<file path="config.mk">
export PLATFORM = sky130hd
export DESIGN_NAME = code_table_loader_flat
export DESIGN_NICKNAME = d
export VERILOG_FILES = /design/src/rtl/code_table_pkg.sv /design/src/rtl/code_table_loader_if.sv /design/src/rtl/strobe_timer.sv /design/src/rtl/code_table_loader.sv /design/src/flat_wrapper.sv
export SDC_FILE = /design/constraint.sdc
export NUM_CORES = 1
export LEC_CHECK = 0
export ABC_AREA = 1
export BUFFER_PORTS_ARGS = -buffer_cell sky130_fd_sc_hd__buf_2
export CAP_MARGIN = 40
export CELL_PAD_IN_SITES_DETAIL_PLACEMENT = 0
export CELL_PAD_IN_SITES_GLOBAL_PLACEMENT = 1
export CORE_ASPECT_RATIO = 0.5
export CORE_UTILIZATION = 33
export DETAILED_ROUTE_END_ITERATION = 10
export HOLD_SLACK_MARGIN = 0.06
export MAX_ROUTING_LAYER = met4
export PLACE_DENSITY_LB_ADDON = 0.1
export RECOVER_POWER = 25
export SYNTH_ARGS = -nofsm -noshare
export SYNTH_HDL_FRONTEND = slang
export SYNTH_SLANG_ARGS = --single-unit
</file>
<file path="constraint.sdc">
create_clock -name iClk -period 1.6 [get_ports iClk]
set_input_delay 0.08 -clock iClk [delete_from_list [all_inputs] [get_ports iClk]]
set_output_delay 0.08 -clock iClk [all_outputs]
set_load 0.05 [all_outputs]
</file>
<file path="src/rtl/code_table_pkg.sv">
// Shared types and defaults for the code table loader: command opcodes,
// loader FSM states, default phase timing and table geometry.
package code_table_pkg;

   localparam int DEF_SETUP_CYCLES = 2;
   localparam int DEF_PULSE_CYCLES = 4;
   localparam int DEF_DEPTH_LOG2   = 8;
   localparam int TABLE_DEPTH      = 2 ** DEF_DEPTH_LOG2;
   localparam int CNT_W            = 8;

   typedef enum logic [1:0] {
      OP_WRITE     = 2'd0,
      OP_REWIND    = 2'd1,
      OP_WRITE_INC = 2'd2,
      OP_RSVD      = 2'd3
   } op_e;

   typedef enum logic [2:0] {
      ST_IDLE,
      ST_IDX_SETUP,
      ST_IDX_PULSE,
      ST_IDX_HOLD,
      ST_CODE_PULSE,
      ST_CODE_HOLD,
      ST_DONE
   } state_e;

endpackage

</file>
<file path="src/rtl/code_table_loader_if.sv">
// Command stream plus code-table strobe bus of the loader. The slave modport
// is the loader; the master modport is everything around it (host and table).
interface code_table_loader_if #(
   parameter int DEPTH_LOG2 = 8
);
   logic                  iCmd_valid;
   logic                  oCmd_ready;
   logic [1:0]            iCmd_op;
   logic [DEPTH_LOG2-1:0] iCmd_addr;
   logic [31:0]           iCmd_data;
   logic [31:0]           iCode;
   logic                  oSET_INDEX_FLAG;
   logic [DEPTH_LOG2-1:0] oSET_INDEX;
   logic                  oSET_CODE_FLAG;
   logic [31:0]           oSET_CODE;
   logic                  oBusy;
   logic                  oDone;
   logic                  oErr;

   modport slave (
      input  iCmd_valid, iCmd_op, iCmd_addr, iCmd_data, iCode,
      output oCmd_ready, oSET_INDEX_FLAG, oSET_INDEX, oSET_CODE_FLAG, oSET_CODE,
             oBusy, oDone, oErr
   );

   modport master (
      output iCmd_valid, iCmd_op, iCmd_addr, iCmd_data, iCode,
      input  oCmd_ready, oSET_INDEX_FLAG, oSET_INDEX, oSET_CODE_FLAG, oSET_CODE,
             oBusy, oDone, oErr
   );
endinterface

</file>
<file path="src/rtl/strobe_timer.sv">
// Loadable down-counter shared by every loader phase; tc_o is high while the
// count sits at zero, i.e. during the last cycle of the current phase.
module strobe_timer
   import code_table_pkg::*;
(
   input  logic             clk,
   input  logic             rst_n,
   input  logic             load_i,
   input  logic [CNT_W-1:0] load_val_i,
   output logic             tc_o
);

   logic [CNT_W-1:0] cnt_q;

   // NOTE: reset is synchronous (sampled on the clock edge) and all state uses <=.
   always_ff @(posedge clk) begin
      if (!rst_n) begin
         cnt_q <= '0;
      end else if (load_i) begin
         cnt_q <= load_val_i;
      end else if (cnt_q != '0) begin
         cnt_q <= cnt_q - 1'b1;
      end
   end

   assign tc_o = (cnt_q == '0);

endmodule

</file>
<file path="src/rtl/code_table_loader.sv">
// Turns write/rewind commands into timed, register-driven set-index and
// set-code strobes for the external code table. Readback check: CODE_TABLE_LOADER_VERIFY_EN.
module code_table_loader
   import code_table_pkg::*;
#(
   parameter int SETUP_CYCLES = DEF_SETUP_CYCLES,
   parameter int PULSE_CYCLES = DEF_PULSE_CYCLES,
   parameter int DEPTH_LOG2   = DEF_DEPTH_LOG2
) (
   input logic                iClk,
   input logic                iRst,
   code_table_loader_if.slave bus
);

   // IDX_SETUP also spans the accept cycle, so it loads S rather than S-1.
   localparam logic [CNT_W-1:0] SETUP_FIRST = CNT_W'(SETUP_CYCLES);
   localparam logic [CNT_W-1:0] SETUP_LEN   = CNT_W'(SETUP_CYCLES - 1);
   localparam logic [CNT_W-1:0] PULSE_LEN   = CNT_W'(PULSE_CYCLES - 1);

   state_e                state_q;
   logic                  ready_q;
   logic                  done_q;
   logic                  idx_flag_q;
   logic                  code_flag_q;
   logic                  is_rewind_q;
   logic [DEPTH_LOG2-1:0] index_q;
   logic [DEPTH_LOG2-1:0] ptr_q;
   logic [31:0]           code_q;
   logic                  tc;
   logic                  tmr_load;
   logic [CNT_W-1:0]      tmr_val;
   logic                  accept;
   op_e                   op;

   assign accept = bus.iCmd_valid && ready_q;
   assign op     = op_e'(bus.iCmd_op);

   strobe_timer u_timer (
      .clk       (iClk),
      .rst_n     (iRst),
      .load_i    (tmr_load),
      .load_val_i(tmr_val),
      .tc_o      (tc)
   );

   always_comb begin
      tmr_load = 1'b0;
      tmr_val  = '0;
      case (state_q)
         ST_IDLE: if (accept && op != OP_RSVD) begin
            tmr_load = 1'b1;
            tmr_val  = SETUP_FIRST;
         end
         ST_IDX_SETUP:  if (tc) begin tmr_load = 1'b1; tmr_val = PULSE_LEN; end
         ST_IDX_PULSE:  if (tc) begin tmr_load = 1'b1; tmr_val = SETUP_LEN; end
         ST_IDX_HOLD:   if (tc && !is_rewind_q) begin tmr_load = 1'b1; tmr_val = PULSE_LEN; end
         ST_CODE_PULSE: if (tc) begin tmr_load = 1'b1; tmr_val = SETUP_LEN; end
         default: ;
      endcase
   end

`ifdef CODE_TABLE_LOADER_VERIFY_EN
   logic err_q;
   assign bus.oErr = err_q;
`else
   assign bus.oErr = 1'b0;
`endif

   always_ff @(posedge iClk) begin
      if (!iRst) begin
         state_q     <= ST_IDLE;
         ready_q     <= 1'b1;
         done_q      <= 1'b0;
         idx_flag_q  <= 1'b0;
         code_flag_q <= 1'b0;
         is_rewind_q <= 1'b0;
         index_q     <= '0;
         ptr_q       <= '0;
         code_q      <= '0;
`ifdef CODE_TABLE_LOADER_VERIFY_EN
         err_q       <= 1'b0;
`endif
      end else begin
         case (state_q)
            ST_IDLE: if (accept) begin
               ready_q     <= 1'b0;
               is_rewind_q <= (op == OP_REWIND);
               state_q     <= ST_IDX_SETUP;
               case (op)
                  OP_WRITE: begin
                     index_q <= bus.iCmd_addr;
                     code_q  <= bus.iCmd_data;
                     ptr_q   <= bus.iCmd_addr + 1'b1;
                  end
                  OP_WRITE_INC: begin
                     index_q <= ptr_q;
                     code_q  <= bus.iCmd_data;
                     ptr_q   <= ptr_q + 1'b1;
                  end
                  OP_REWIND: begin
                     index_q <= bus.iCmd_addr;
                     ptr_q   <= bus.iCmd_addr;
`ifdef CODE_TABLE_LOADER_VERIFY_EN
                     if (&bus.iCmd_addr) err_q <= 1'b0;
`endif
                  end
                  default: begin
                     state_q <= ST_DONE;
                     done_q  <= 1'b1;
                  end
               endcase
            end
            ST_IDX_SETUP: if (tc) begin
               state_q    <= ST_IDX_PULSE;
               idx_flag_q <= 1'b1;
            end
            ST_IDX_PULSE: if (tc) begin
               state_q    <= ST_IDX_HOLD;
               idx_flag_q <= 1'b0;
            end
            ST_IDX_HOLD: if (tc) begin
               if (is_rewind_q) begin
                  state_q <= ST_DONE;
                  done_q  <= 1'b1;
               end else begin
                  state_q     <= ST_CODE_PULSE;
                  code_flag_q <= 1'b1;
               end
            end
            ST_CODE_PULSE: if (tc) begin
               state_q     <= ST_CODE_HOLD;
               code_flag_q <= 1'b0;
            end
            ST_CODE_HOLD: if (tc) begin
               state_q <= ST_DONE;
               done_q  <= 1'b1;
`ifdef CODE_TABLE_LOADER_VERIFY_EN
               if (bus.iCode != code_q) err_q <= 1'b1;
`endif
            end
            default: begin
               state_q <= ST_IDLE;
               done_q  <= 1'b0;
               ready_q <= 1'b1;
            end
         endcase
      end
   end

   assign bus.oCmd_ready      = ready_q;
   assign bus.oBusy           = ~ready_q;
   assign bus.oDone           = done_q;
   assign bus.oSET_INDEX_FLAG = idx_flag_q;
   assign bus.oSET_CODE_FLAG  = code_flag_q;
   assign bus.oSET_INDEX      = index_q;
   assign bus.oSET_CODE       = code_q;

endmodule

</file>
<file path="src/flat_wrapper.sv">
// flat-port wrapper written by rule: the top's interface ports become plain ports
module code_table_loader_flat import code_table_pkg::*;
#(
   parameter int SETUP_CYCLES = DEF_SETUP_CYCLES,
   parameter int PULSE_CYCLES = DEF_PULSE_CYCLES,
   parameter int DEPTH_LOG2   = DEF_DEPTH_LOG2
)
  (iClk, iRst, bus_iCmd_valid, bus_iCmd_op, bus_iCmd_addr, bus_iCmd_data, bus_iCode, bus_oCmd_ready, bus_oSET_INDEX_FLAG, bus_oSET_INDEX, bus_oSET_CODE_FLAG, bus_oSET_CODE, bus_oBusy, bus_oDone, bus_oErr);
  code_table_loader_if #(.DEPTH_LOG2(DEPTH_LOG2)) bus_i ();
  input logic iClk;
  input logic iRst;
  input wire logic [$bits(bus_i.iCmd_valid)-1:0] bus_iCmd_valid;
  input wire logic [$bits(bus_i.iCmd_op)-1:0] bus_iCmd_op;
  input wire logic [$bits(bus_i.iCmd_addr)-1:0] bus_iCmd_addr;
  input wire logic [$bits(bus_i.iCmd_data)-1:0] bus_iCmd_data;
  input wire logic [$bits(bus_i.iCode)-1:0] bus_iCode;
  output wire logic [$bits(bus_i.oCmd_ready)-1:0] bus_oCmd_ready;
  output wire logic [$bits(bus_i.oSET_INDEX_FLAG)-1:0] bus_oSET_INDEX_FLAG;
  output wire logic [$bits(bus_i.oSET_INDEX)-1:0] bus_oSET_INDEX;
  output wire logic [$bits(bus_i.oSET_CODE_FLAG)-1:0] bus_oSET_CODE_FLAG;
  output wire logic [$bits(bus_i.oSET_CODE)-1:0] bus_oSET_CODE;
  output wire logic [$bits(bus_i.oBusy)-1:0] bus_oBusy;
  output wire logic [$bits(bus_i.oDone)-1:0] bus_oDone;
  output wire logic [$bits(bus_i.oErr)-1:0] bus_oErr;
  assign bus_i.iCmd_valid = bus_iCmd_valid;
  assign bus_i.iCmd_op = bus_iCmd_op;
  assign bus_i.iCmd_addr = bus_iCmd_addr;
  assign bus_i.iCmd_data = bus_iCmd_data;
  assign bus_i.iCode = bus_iCode;
  assign bus_oCmd_ready = bus_i.oCmd_ready;
  assign bus_oSET_INDEX_FLAG = bus_i.oSET_INDEX_FLAG;
  assign bus_oSET_INDEX = bus_i.oSET_INDEX;
  assign bus_oSET_CODE_FLAG = bus_i.oSET_CODE_FLAG;
  assign bus_oSET_CODE = bus_i.oSET_CODE;
  assign bus_oBusy = bus_i.oBusy;
  assign bus_oDone = bus_i.oDone;
  assign bus_oErr = bus_i.oErr;
  code_table_loader #(.SETUP_CYCLES(SETUP_CYCLES), .PULSE_CYCLES(PULSE_CYCLES), .DEPTH_LOG2(DEPTH_LOG2)) u_core (.iClk(iClk), .iRst(iRst), .bus(bus_i));
endmodule
</file>
; ---- Word level (Yosys, flattened, before mapping)
; Index checks and enable logic that the tools add are counted.
[word_totals]
word_cells = 96
reg_bits = 64
out_inout_bits = 46
[op_classes]
n_eq_ne = 17
bitwise_logic = 3
n_addsub = 3
reduce_logical = 28
muxes = 35
[ops]
columns = operator, count
row1 = 8-bit case mux with 4 select lines, 1
row2 = 8-bit case mux with 3 select lines, 1
row3 = 3-bit 2-to-1 mux, 7
row4 = 3-bit case mux with 6 select lines, 1
row5 = "8-bit by 1-bit adder with 8-bit output, second input constant", 2
row6 = 8-bit 2-to-1 mux, 2
row7 = 8-bit case mux with 2 select lines, 1
row8 = "2-bit by 1-bit != test with 1-bit output, second input constant", 7
row9 = 1-bit 2-to-1 mux, 13
row10 = 3-bit AND reduction, 4
row11 = 6-bit AND reduction, 2
row12 = 8-bit logical NOT, 1
row13 = 2-bit 2-to-1 mux, 4
row14 = 2-bit nonzero test, 4
row15 = 8-bit nonzero test, 1
row16 = "8-bit by 1-bit subtractor with 8-bit output, second input constant", 1
row17 = "3-bit by 2-bit == test with 1-bit output, second input constant", 2
row18 = "3-bit == test, second input constant", 2
row19 = "2-bit != test, second input constant", 3
row20 = 1-bit case mux with 2 select lines, 3
row21 = 2-bit OR reduction, 3
row22 = 3-bit OR reduction, 2
row23 = 5-bit OR reduction, 1
row24 = 1-bit case mux with 4 select lines, 1
row25 = other kinds (12), 17

; ---- Longest topological paths before layout
[depth]
word_depth = 5
mapped_depth = 11

; ---- By module
; Synthesis repeated with hierarchy kept, for this count alone.
[unflattened]
cells_unflattened = 431
area_unflattened_um2 = 2994.1
[modules_own_cells]
columns = module, cells_each, n_inst, area_per_inst_um2, seq_area_each_um2
row1 = code_table_loader, 361, 1, 2516.2, 1121.1
row2 = strobe_timer, 70, 1, 478.0, 160.2

; ---- Worst setup path before layout
; OpenSTA, ideal clock, no wires.
[synth_path]
kind = reg2reg
from = reg u_core.ready_q (netlist: u_core.bus.oCmd_ready)
to = reg u_core.code_q[0] (netlist: u_core.bus.oSET_CODE[0])
setup_slack_ns = 0.003
setup_time_ns = 0.116
stages_incl_launch_ff = 9
arrival_ns = 1.480
required_time_ns = 1.484
path_cell_list = dfxtp_1 > nand2_1 > inv_1 > nand2_2 > nor2_4 > inv_2 > buf_2 > nor2_1 > nor2_1
[synth_between]
elab_chain_cells = 2
[synth_rtl]
columns = element, line
row1 = from (decl), code_table_loader.sv:21  ; logic ready_q;
row2 = from (signal assigned), code_table_loader.sv:72  ; ready_q <= 1'b1;
row3 = from (signal assigned), code_table_loader.sv:86  ; ready_q <= 1'b0;
row4 = from (signal assigned), code_table_loader.sv:144  ; ready_q <= 1'b1;
row5 = 1-bit logical AND, code_table_loader.sv:35  ; assign accept = bus.iCmd_valid && ready_q;
row6 = 3-bit AND reduction (no source line), --
row7 = to (signal assigned), code_table_loader.sv:92  ; code_q <= bus.iCmd_data;
row8 = to (signal assigned), code_table_loader.sv:97  ; code_q <= bus.iCmd_data;
row9 = to (decl), code_table_loader.sv:28  ; logic [31:0] code_q;
; Every way passes these cells.
; A chain may end at the register's enable or synchronous reset.

; ---- Final worst setup path
[layout_path]
from = reg u_core.u_timer.cnt_q[0]
to = reg u_core.state_q[2]
[layout_between]
elab_chain_cells = 3
elab_cells_between_ends = 7
[layout_rtl]
columns = element, line
row1 = from (decl), strobe_timer.sv:13  ; logic [CNT_W-1:0] cnt_q;
row2 = from (signal assigned), strobe_timer.sv:20  ; cnt_q <= load_val_i;
row3 = from (signal assigned), strobe_timer.sv:22  ; cnt_q <= cnt_q - 1'b1;
row4 = 8-bit logical NOT *, strobe_timer.sv:26  ; assign tc_o = (cnt_q == '0);
row5 = 2-bit by 1-bit != test with 1-bit output (no source line), --
row6 = 6-bit AND reduction (no source line) *, --
row7 = to (signal assigned), code_table_loader.sv:71  ; state_q <= ST_IDLE;
row8 = to (signal assigned), code_table_loader.sv:88  ; state_q <= ST_IDX_SETUP;
row9 = to (signal assigned), code_table_loader.sv:108  ; state_q <= ST_DONE;
row10 = to (decl), code_table_loader.sv:20  ; state_e state_q;
; Mark *: on every way between the ends. The rest lies on a longest branch, timed or not.

==> flow_metrics.tcl <==
set metrics [dict create \
    dpl_cell_area_sq_mm 0.00359 \
    critPathKind "flop to flop" \
    max_slew_margin 0.586 \
    multi_input_area_sq_mm 0.00145 \
    core_sq_mm 0.00832 \
    placementRows 23 \
    wl_microns 7990 \
    cts_setup_buffers 0 \
    ys_ff_latch 64 \
    area_delta_synth_final_pct 43.9 \
    drc_errors 0 \
    tns_ns 0 \
    power_density_mw_per_mm2 1740 \
    finalSetupViolations 0 \
    wl_per_cell_microns 12.0 \
    gp_congestion 0.839 \
    syn_inst 416 \
    overflow 0 \
    whs_path_depth 3 \
    dp_hpwl_microns 5260 \
    initial_core_util 0.354 \
    ys_seq_area_frac 0.435 \
    drv_cap 0 \
    clkLatencyLatePin_ns 0.33 \
    die_w_microns 136 \
    cts_made_buffers 9 \
    max_stage_delay_ns 0.34 \
    avgSynthCellArea_sq_um 7.08 \
    grt_max_degree 33 \
    rsz0062_at_grt "no" \
    arrival_ns 1.69 \
    final-hold-violation-count 0 \
    seq_area_sq_mm 0.00128 \
    crit_fanout 9 \
    synth.distinct_cells 33 \
    postRouteAntennaNets 0 \
    critPathTopFamily "simple AND/OR/NAND/NOR gates" \
    r2r_cells 9 \
    fin_crit_sh 0.924 \
    path_cells "inv_1 > ha_1 > nand3_2 > nor2_4 > buf_6 > nand2_1 > nand3_2 > o21ai_0 > a21oi_1" \
    antennaDiodeCount 0 \
    ios 123 \
    port_buffers 89 \
    dieArea_sq_mm 0.00933 \
    crit_path_frequent_cell "nand3_2" \
    worst_pin_slew_ns 0.624 \
    cp.depth 9 \
    layout_commonest_cell "nor2_1" \
    setup.worst_path.start_class "flop" \
    clock.fmax_mhz 677 \
    clk_pin_slew_ns 0.05 \
    min_period_ns 1.48 \
    drt-pass1-iter-count 4 \
    holdCritPathClass "primary input to flop" \
    drt_iter0_markers 121 \
    cts_tree "yes" \
    final.setup_skew_ns 0.00796 \
    htreeDepth 3 \
    grt_pass1_vias 2805 \
    stdcell_count 666 \
    final_area_sq_mm 0.00424 \
    via_count 3011 \
    vias_per_cell 4.52 \
    die_h_microns 68.8 \
    nNetsFinal 629 \
    final_max_slew_viol_count 0 \
    leakage_nw 2.02 \
    yosys_warnings 0 \
    final_util 0.510 \
    numClockSinks 64 \
    clock_path_buffers 2 \
    drive_gt1_frac 0.215 \
    status "complete, no violations" \
    syn_area_sq_mm 0.00294 \
    critPathCaptureType "flop" \
    root_buffer "clkbuf_16" \
    worstPathRequired_ns 1.81 \
    most-common-layout-cells "95 x nor2_1, 63 x buf_2, 62 x dfxtp_1" \
    max-vdd-ir-drop_uv 706 \
    grt_pass1_wl_microns 13100 \
    fillers 836 \
    cpMaxStageDelayCell "dfxtp_1" \
    syn_nets 496 \
    cp_num_buf_inv 2 \
    dp_cells 615 \
    antenna_found_initial 0 \
    track_usage 0.190 \
]
path summary, 6_finish.rpt:
check	startpoint	to	slack [ns]
max	u_core.u_timer.cnt_q[0]	u_core.state_q[2]	0.12
min	bus_iCmd_addr[7]	u_core.ptr_q[7]	0.08
max reg2reg	u_core.u_timer.cnt_q[0]	u_core.state_q[2]	0.12
min reg2reg	u_core.bus.oDone	u_core.bus.oDone	0.45
cells by family (layout without fill, tap and decap cells):
logic type               after synthesis  in the layout  share of synthesized area
adder cells (fa/ha/maj)                3              3                     0.0128
buffers and inverters                 55            193                     0.0799
flip-flops                            64             64                      0.435
AO/OA/AOI/OAI                        102            102                      0.181
AND/OR/NAND/NOR                      183            183                      0.266
other                                  1              1                    0.00127
XOR/XNOR                               8              8                     0.0238
flip-flops by register name, summed over array words and instances (netlist names):
| signal | cells |
|---|---|
| u_core.bus.oSET_CODE | 32 |
| u_core.bus.oCmd_ready | 1 |
| u_core.bus.oDone | 1 |
| u_core.bus.oSET_INDEX_FLAG | 1 |
| u_core.is_rewind_q | 1 |
| u_core.bus.oSET_INDEX | 8 |
| u_core.state_q | 3 |
| u_core.ptr_q | 8 |
| u_core.bus.oSET_CODE_FLAG | 1 |
| u_core.u_timer.cnt_q | 8 |
layout make-up:
type,count,area share
multi-input combinational,297,0.341
inverter,34,0.0301
timing repair buffer,143,0.221
tap,112,0.0331
sequential,64,0.303
clock inverter,6,0.0159
clock buffer,10,0.0564
layer usage:
layer  vias to the layer above  global-route usage  part of all wire
met2                        73               0.299              0.42
met3                         9              0.0680             0.059
met1                      1312               0.230              0.52
met5                         -                   -                 0
met4                         0              0.0590            0.0086
li1                       1617                   -                 -
where the power goes:
part / switching [mW] / leakage [nW] / internal [mW]
sequential: 0.254 / 0.525 / 2.01
combinational: 2.14 / 1.35 / 0.962
clock: 0.749 / 0.145 / 1.25
total: 3.15 / 2.02 / 4.22
Yosys cell counts, drive strengths merged:
library cell    n  area, sq um
and3            2         12.5
nand4           2         12.5
nor2          100          390
xnor2           3         26.3
nand3          23          125
inv            34          128
a21oi          38          201
conb            1         3.75
clkbuf          6         23.8
o21bai          1         7.51
xor2            5         43.8
buf            15         83.8
o21ai          59          295
a31o            1         8.76
ha              3         37.5
o31ai           1         7.51
a211oi          1         7.51
nor3            2         21.3
dfxtp          64         1280
nand2          54          220
a31oi           1         6.26
per-stage QoR:
step / setup slack [ns] / power, mW / hold WS [ns]
floorplan: 0.00336 / 4.54 / 0.215
global placement: 0.0658 / 5.31 / 0.302
detailed placement: 0.0514 / 5.30 / 0.308
CTS: 0.0253 / 7.42 / 0.0638
global route: 0.000122 / 7.88 / 0.0931
finish: 0.122 / 7.37 / 0.0827
tightest hold or removal path: cells and delay by family:
family	cells	cell delay [ns]
buffers and inverters	1	0.11
AO/OA/AOI/OAI	2	0.18
what timing repair did:
action / in CTS / in global routing
resized for setup: 0 / 7
hold buffers: 35 / 0
endpoints found under the setup margin: 0 / 31
hold endpoints to repair: 35 / 0
(Power assumes the default switching activity.)
